[src/rtl/spi_pkg.sv]
// Shared SPI arbitration definitions: FSM state encoding, byte width and
// the default WAIT watchdog length.
package spi_pkg;

   localparam int SPI_BYTE_W          = 8;
   localparam int SPI_DEFAULT_TIMEOUT = 1024;

   typedef enum logic [1:0] {
      IDLE = 2'd0,
      WAIT = 2'd1,
      HOLD = 2'd2
   } arb_state_t;

endpackage

[src/rtl/rr_pick.sv]
// Combinational round-robin priority selector. Scans the request vector
// starting at ptr and wrapping modulo N; returns the first set request as
// a one-hot vector plus its index. valid is low when nothing is requesting.
module rr_pick #(
   parameter int N     = 4,
   parameter int IDX_W = (N > 1) ? $clog2(N) : 1
) (
   input  logic [N-1:0]     req,
   input  logic [IDX_W-1:0] ptr,
   output logic [N-1:0]     onehot,
   output logic [IDX_W-1:0] idx,
   output logic             valid
);

   // Walk the offsets from ptr upward; the first requesting slot wins.
   always_comb begin
      onehot = '0;
      idx    = '0;
      valid  = 1'b0;
      for (int i = 0; i < N; i++) begin
         for (int j = 0; j < N; j++) begin
            if (!valid && req[j] && (((int'(ptr) + i) % N) == j)) begin
               onehot[j] = 1'b1;
               idx       = IDX_W'(j);
               valid     = 1'b1;
            end
         end
      end
   end

endmodule

[src/rtl/spi_req_arbiter.sv]
// Round-robin arbiter and byte sequencer in front of the shared 8-bit SPI
// master. One requester owns the master at a time and may hold it for a
// multi-byte burst; ownership then rotates.
// Optional WAIT watchdog enabled by defining SPI_ARB_TIMEOUT_EN.
module spi_req_arbiter
   import spi_pkg::*;
#(
   parameter int NUM_REQ        = 4,
   parameter int TIMEOUT_CYCLES = SPI_DEFAULT_TIMEOUT
) (
   input  logic                          clk,
   input  logic                          reset,
   input  logic [NUM_REQ-1:0]            req,
   input  logic [SPI_BYTE_W*NUM_REQ-1:0] req_data,
   input  logic [NUM_REQ-1:0]            req_last,
   output logic [NUM_REQ-1:0]            gnt,
   output logic [NUM_REQ-1:0]            byte_done,
   output logic [SPI_BYTE_W-1:0]         spi_tx_data,
   output logic                          spi_tx_start,
   input  logic                          spi_tx_done,
   output logic                          busy,
   output logic [$clog2(NUM_REQ)-1:0]    owner,
   output logic                          timeout_err
);

   localparam int IDX_W = $clog2(NUM_REQ);

   generate
      if (NUM_REQ < 2 || NUM_REQ > 8 || TIMEOUT_CYCLES < 2) begin : g_bad_params
         $error("spi_req_arbiter: NUM_REQ must be 2..8 and TIMEOUT_CYCLES at least 2");
      end
   endgenerate

   arb_state_t             state;
   arb_state_t             state_next;
   logic [IDX_W-1:0]       rr_ptr;
   logic [IDX_W-1:0]       next_ptr;
   logic                   last_q;

   logic [NUM_REQ-1:0]     pick_onehot;
   logic [IDX_W-1:0]       pick_idx;
   logic                   pick_valid;

   logic [IDX_W-1:0]       mux_idx;
   logic [SPI_BYTE_W-1:0]  mux_data;
   logic                   mux_last;
   logic                   owner_req;

   logic                   do_grant;
   logic                   do_next;
   logic                   do_release;
   logic                   timeout_hit;

   rr_pick #(
      .N     (NUM_REQ),
      .IDX_W (IDX_W)
   ) u_rr_pick (
      .req    (req),
      .ptr    (rr_ptr),
      .onehot (pick_onehot),
      .idx    (pick_idx),
      .valid  (pick_valid)
   );

   assign busy     = |gnt;
   assign mux_idx  = (state == IDLE) ? pick_idx : owner;
   assign next_ptr = (owner == IDX_W'(NUM_REQ - 1)) ? '0 : owner + 1'b1;

   // Select the byte/last flag of the incoming winner in IDLE, or of the
   // current owner in HOLD, and the owner's own request line.
   always_comb begin
      mux_data  = '0;
      mux_last  = 1'b0;
      owner_req = 1'b0;
      for (int i = 0; i < NUM_REQ; i++) begin
         if (mux_idx == IDX_W'(i)) begin
            mux_data = req_data[i*SPI_BYTE_W +: SPI_BYTE_W];
            mux_last = req_last[i];
         end
         if (owner == IDX_W'(i)) begin
            owner_req = req[i];
         end
      end
   end

   // Completion pulse goes straight back to the owner in the cycle the
   // master reports done, so the requester can update on that same edge.
   always_comb begin
      byte_done = '0;
      for (int i = 0; i < NUM_REQ; i++) begin
         byte_done[i] = (state == WAIT) && spi_tx_done && (owner == IDX_W'(i));
      end
   end

`ifdef SPI_ARB_TIMEOUT_EN
   localparam int CNT_W = $clog2(TIMEOUT_CYCLES + 1);

   logic [CNT_W-1:0] wait_cnt;
   logic             timeout_q;

   // Watchdog restarts on every WAIT entry and counts cycles spent waiting.
   always_ff @(posedge clk or posedge reset) begin
      if (reset) begin
         wait_cnt <= '0;
      end else if (do_grant || do_next) begin
         wait_cnt <= '0;
      end else if (state == WAIT) begin
         wait_cnt <= wait_cnt + 1'b1;
      end
   end

   assign timeout_hit = (state == WAIT) && (wait_cnt == CNT_W'(TIMEOUT_CYCLES - 1));

   // Abort pulse; a done arriving on the expiry cycle takes precedence.
   always_ff @(posedge clk or posedge reset) begin
      if (reset) begin
         timeout_q <= 1'b0;
      end else begin
         timeout_q <= timeout_hit && !spi_tx_done;
      end
   end

   assign timeout_err = timeout_q;
`else
   assign timeout_hit = 1'b0;
   assign timeout_err = 1'b0;
`endif

   // State register.
   always_ff @(posedge clk or posedge reset) begin
      if (reset) begin
         state <= IDLE;
      end else begin
         state <= state_next;
      end
   end

   // Next-state logic and the grant/next-byte/release decisions that steer
   // the datapath registers.
   always_comb begin
      state_next = state;
      do_grant   = 1'b0;
      do_next    = 1'b0;
      do_release = 1'b0;
      case (state)
         IDLE: begin
            if (pick_valid) begin
               do_grant   = 1'b1;
               state_next = WAIT;
            end
         end
         WAIT: begin
            if (spi_tx_done) begin
               if (last_q) begin
                  do_release = 1'b1;
                  state_next = IDLE;
               end else begin
                  state_next = HOLD;
               end
            end else if (timeout_hit) begin
               do_release = 1'b1;
               state_next = IDLE;
            end
         end
         HOLD: begin
            if (owner_req) begin
               do_next    = 1'b1;
               state_next = WAIT;
            end else begin
               do_release = 1'b1;
               state_next = IDLE;
            end
         end
         default: begin
            state_next = IDLE;
         end
      endcase
   end

   // Grant, owner, byte and start registers; release rotates the pointer
   // past the owner that just finished or was dropped.
   always_ff @(posedge clk or posedge reset) begin
      if (reset) begin
         gnt          <= '0;
         owner        <= '0;
         spi_tx_data  <= '0;
         spi_tx_start <= 1'b0;
         last_q       <= 1'b0;
         rr_ptr       <= '0;
      end else begin
         spi_tx_start <= 1'b0;
         if (do_grant) begin
            gnt          <= pick_onehot;
            owner        <= pick_idx;
            spi_tx_data  <= mux_data;
            last_q       <= mux_last;
            spi_tx_start <= 1'b1;
         end else if (do_next) begin
            spi_tx_data  <= mux_data;
            last_q       <= mux_last;
            spi_tx_start <= 1'b1;
         end
         if (do_release) begin
            gnt    <= '0;
            rr_ptr <= next_ptr;
         end
      end
   end

endmodule

[config.mk]
export PLATFORM = sky130hd
export DESIGN_NAME = spi_req_arbiter
export DESIGN_NICKNAME = d
export VERILOG_FILES = /design/src/rtl/spi_pkg.sv /design/src/rtl/rr_pick.sv /design/src/rtl/spi_req_arbiter.sv
export SDC_FILE = /design/constraint.sdc
export NUM_CORES = 1
export LEC_CHECK = 0
export BUFFER_PORTS_ARGS = -buffer_cell sky130_fd_sc_hd__buf_2
export CORE_MARGIN = 2
export CORE_UTILIZATION = 52
export DETAILED_ROUTE_END_ITERATION = 10
export GPL_TIMING_DRIVEN = 1
export PLACE_DENSITY = 0.83
export SYNTH_ARGS = -nofsm -noshare
export SYNTH_HDL_FRONTEND = slang
export SYNTH_SLANG_ARGS = --single-unit
[constraint.sdc]
create_clock -name clk -period 3.4 [get_ports clk]
set_input_delay 0.34 -clock clk [delete_from_list [all_inputs] [get_ports clk]]
set_output_delay 0.34 -clock clk [all_outputs]
set_load 0.03 [all_outputs]
-- Word level (Yosys, flattened, before mapping)
Index checks and enable logic that the tools add are counted.
W data, S select, Z words.
- output and inout bits: 21
- bits in registers: 20
- bits of input ports: 43
- logic and storage cells: 182
- add/sub/neg operators: 4
- reduce and logical (&&, ||, !) cells: 65
- mux-type cells: 81
- bitwise gates (word level): 3
- equality and inequality tests: 22
- operator list (operator ; number):
    $logic_not A32 Y1 ; 4
    $mux W1 ; 52
    $mux W8 ; 6
    $mux W2 ; 19
    $logic_and A1 B1 Y1 ; 36
    $eq A3 B3 Y1 const B ; 6
    $logic_not A1 Y1 ; 15
    $eq A2 B2 Y1 const B ; 7
    $eq A3 B2 Y1 const B ; 3
    $eq A2 B1 Y1 const B ; 4
    $mux W4 ; 2
    $logic_not A2 Y1 ; 3
    $pmux W2 S3 ; 1
    $reduce_or A2 Y1 ; 3
    $add A2 B1 Y2 const B ; 2
    $add A2 B2 Y2 const B ; 2
    $ne A2 B2 Y1 const B ; 2
    $reduce_bool A2 Y1 ; 2
    $reduce_or A4 Y1 ; 1
    $and A1 B1 Y1 const A ; 3
    $pmux W1 S2 ; 1
    $reduce_and A2 Y1 ; 1

-- Longest topological paths before layout
- depth after elaboration: 71
- gate-level depth with buffers: 8
- depth with buffers taken out: 7

-- Hierarchy
Synthesis repeated with hierarchy kept, for this count alone.
- cells, all modules: 141
- area, all modules: 1482.7 µm²
- modules (own cells, without submodules) (module ; area an instance (µm²) ; instances ; sequential area each (µm²) ; cells each):
    spi_req_arbiter ; 1280.0 ; 1 ; 500.5 ; 107
    rr_pick ; 202.7 ; 1 ; 0.0 ; 34

-- Worst setup path after synthesis
No wires, ideal clock.
- path type: register -> register
- from: reg state[0]
- to: reg last_q
- setup time: 0.125 ns
- arrival time: 2.170 ns
- setup slack: 1.105 ns
- path buffers: 0
- period minus slack after synthesis: 2.295 ns
- cell stages (with the launch flop): 8
- required time: 3.275 ns
- cells stage by stage: dfrtp_1 -> inv_1 -> ha_1 -> and2b_1 -> a211oi_2 -> nor3_4 -> mux4_1 -> mux2_2
- cells in the longest elaborated chain, start to end: 9
- elaborated cells on any way between the ends: 16
- those cells by class: eq/ne (4); mux (9); reduce/logical (3)
- RTL lines (item ; line ; text):
    start, declared ; spi_req_arbiter.sv:34 ; arb_state_t state;
    start signal, assigned ; spi_req_arbiter.sv:134 ; state <= state_next;
    $logic_not A2 Y1 ; spi_req_arbiter.sv:66, spi_req_arbiter.sv:145 ;
    $mux W2 ; spi_req_arbiter.sv:66 ; assign mux_idx = (state == IDLE) ? pick_idx : owner;
    $logic_not A2 Y1 ; spi_req_arbiter.sv:76 ; if (mux_idx == IDX_W'(i)) begin
    $mux W1 (4 in series) ; spi_req_arbiter.sv:76 ;
    $mux W1 ; spi_req_arbiter.sv:198 ; end else if (do_next) begin
    $mux W1 ; spi_req_arbiter.sv:192 ; if (do_grant) begin
    end signal, assigned ; spi_req_arbiter.sv:196 ; last_q <= mux_last;
    end signal, assigned ; spi_req_arbiter.sv:200 ; last_q <= mux_last;
    end, declared ; spi_req_arbiter.sv:38 ; logic last_q;
Several ways; a longest one is shown, not always the timed one. The select of a mux whose other input is x is not followed.
A chain may end at the register's enable or synchronous reset.

-- Worst setup path in the final report
Ends and elaborated chain as after synthesis.

==> flow_metrics.py <==
metrics = {
    "status": {
        "run_status": "complete, but fails checks",
        "violations": "DRC",
    },
    "synth": {
        "synthCells": 142,
        "yosys.area.top_type_share_pct": 32.2,
        "synth_seq_cells": 20,
        "synth_flop_cell": "dfrtp_1",
        "ys_async_sr_fraction_pct": 100,
        "synth.avg_cell_area_um2": 10.9,
        "synth_common_cells": "20 x dfrtp_1, 11 x a21oi_1, 11 x nand2_1",
        "yosysSeqAreaShare_pct": 32.2,
        "synth_most_common_cell": "dfrtp_1",
        "yosysTopAreaCell": "dfrtp_1",
        "ys_types": 42,
        "synth-edff-count": 0,
        "syn_nets": 193,
        "synth_area_um2": 1550,
        "synthTopCellsByArea": "dfrtp_1 32%, mux4_1 15%, mux2_2 6.5%",
        "yosys_warnings": 0,
    },
    "sta": {
        "finalClockSkew_ns": 0.0141,
        "period_share_pct": 81.8,
        "period_needed_ns": 2.78,
        "slew_headroom_pct": 49.6,
        "fmax_mhz": 360,
        "rsz0062_at_grt": "no",
        "setup_violations": 0,
        "holdWs_ns": 0.130,
        "worstMarginPinSlew_ns": 0.755,
        "finalHoldViolations": 0,
        "setup_ws_ns": 0.619,
        "tns_ns": 0,
        "drv_slew": 0,
    },
    "critical_path": {
        "cp-start-kind": "flop",
        "crit_chain": "inv_1 -> ha_1 -> and2b_1 -> a211oi_2 -> nor3_4 -> mux4_1 -> mux2_2",
        "cp-end-kind": "flop",
        "critPathMaxFanout": 11,
        "arrival_ns": 2.98,
        "crit_type": "reg -> reg",
        "required_ns": 3.60,
        "slowest_delay_ns": 0.65,
        "cp_slowest_cell": "mux4_1",
    },
    "drt": {
        "drt_iter0_drc": 86,
        "drc": 2,
        "routed_wl_um": 3890,
        "final_antenna_net_count": 0,
        "dr.pass1.iters": 8,
        "wl_per_cell_um": 16.9,
        "avgViaCountPerCell": 5.85,
        "num_vias": 1345,
    },
    "clocking": {
        "cts_buffers": 3,
        "h-tree-depth": 1,
        "post_cts.repair.setup_buffers": 0,
        "clock_sinks": 20,
        "clkTransAtPathRegs_ns": 0.13,
        "cts_tree": "done",
        "clockBufferDepth": 2,
        "clock_latency_ns": 0.31,
        "hold_buffers": 0,
        "ctsResizeCount": 0,
        "cts.root.buffer_cell": "clkbuf_4",
    },
    "die": {
        "core_um2": 2810,
        "io_pins": 64,
        "dieHeight_um": 58.6,
        "fp.dieW_um": 58.6,
        "start_util_pct": 55.4,
        "rows": 19,
        "fp.dieArea_um2": 3440,
    },
    "hold_path": {
        "hp-class": "in -> async",
    },
    "cells_and_area": {
        "drive_above_1_share_pct": 43.2,
        "fin_nets": 251,
        "fin_cells": 230,
        "diodes": 0,
        "num-fill-cells": 216,
        "area_growth_pct": 21.8,
        "final_util_pct": 67.4,
    },
    "placed_design": {
        "pre_cts_slack_ns": 0.664,
        "hpwl_um": 2960,
        "placed_cells": 226,
        "port-buffer-count": 62,
        "place.gp.congestion": 0.839,
    },
    "global_route": {
        "grt_pass1_wl_um": 5970,
        "grt.total_usage_pct": 23.0,
        "grt_overflow": 0,
        "grt_max_degree": 21,
        "antenna_found_initial": 0,
        "grt_pass1_vias": 1302,
    },
    "job": {
        "drv_cap": 0,
    },
    "power_and_ir_drop": {
        "p_leak_nw": 0.926,
        "peakVddDrop_uv": 621,
        "p_per_area_nw_per_um2": 1040,
    },
}
## path summary, 6_finish.rpt
check	endpoint	depth (start not counted)	slack, ns	start
worst max-delay path	last_q	7	0.62	state[0]
worst min-delay path	spi_tx_start	2	0.13	reset
worst max register to register	last_q	7	0.62	state[0]
worst min register to register	spi_tx_data[2]	1	0.52	spi_tx_data[2]
max in group asynchronous	spi_tx_data[6]	2	2.78	reset
min in group clk	gnt[0]	3	0.39	req[0]
## cells in the final DEF (no fill, tap or decap), drive strengths merged
master    n
o21ai     8
and3      4
nor2b     3
mux4      9
nand2    12
nand3     5
nand2b    4
clkbuf    3
o31ai     2
o221ai    2
mux2      9
dfrtp    20
clkinv    1
nor2      5
and2      1
o22ai     3
a311oi    1
mux2i     1
o41ai     1
ha        8
a21oi    12
inv      10
a221oi    1
nor4      1
a211oi    1
o2111ai   1
and2b     1
nand3b    1
bufinv    1
buf      62
conb      1
or4       1
o32ai     1
nor3      2
a21o      1
## cells by family (layout without fill, tap and decap cells)
kind of cell    Yosys count  count (layout)  synth area share (%)
simple gates             40              40                  15.1
compound gates           34              34                  16.1
flops                    20              20                  32.2
buf+inv                  20              77                  6.69
mux                      19              19                  23.2
fa+ha+maj                 8               8                  6.45
other cells               1               1                 0.242
## metrics by stage
stage | instance area, um2 | power [mW]
after floorplan | 1550 | 1.49
after detailed placement | 1840 | 1.76
final | 1890 | 1.97
after CTS | 1890 | 1.97
after global routing | 1890 | 2.09
after global placement | 1840 | 1.70
## state kept, by name, indices dropped and copies added, names as in the netlist
| name | flops |
|---|---|
| state | 2 |
| gnt | 4 |
| last_q | 1 |
| owner | 2 |
| spi_tx_data | 8 |
| rr_ptr | 2 |
| spi_tx_start | 1 |
## routing by layer
layer	GRT usage [%]	up-vias	share of wire [%]
li1	-	642	-
met1	29.2	641	42
met2	41.3	60	51
met3	4.84	2	6.7
met4	3.57	0	0.31
met5	0	-	0
## critical path, delay by kind of cell (launching register included)
family          cells  cell delay (ns)
compound gates      1             0.08
fa+ha+maj           1             0.35
buf+inv             1             0.08
flops               1             0.41
mux                 2             0.94
simple gates        2             0.82
## cell type report
cell class	count	area (um2)	area share (%)
multi-input combinational	102	948	50.1
tap	31	38.8	2.05
timing repair buffer	62	310	16.4
sequential	20	500	26.5
clock inverter	1	30.0	1.59
clock buffer	3	22.5	1.19
inverter	11	41.3	2.18
## power by group
part	internal (mW)	switching, mW
Sequential	0.361	0.122
Combinational	0.554	0.734
Clock	0.119	0.0813
Total	1.03	0.937
(Power assumes the default switching activity.)
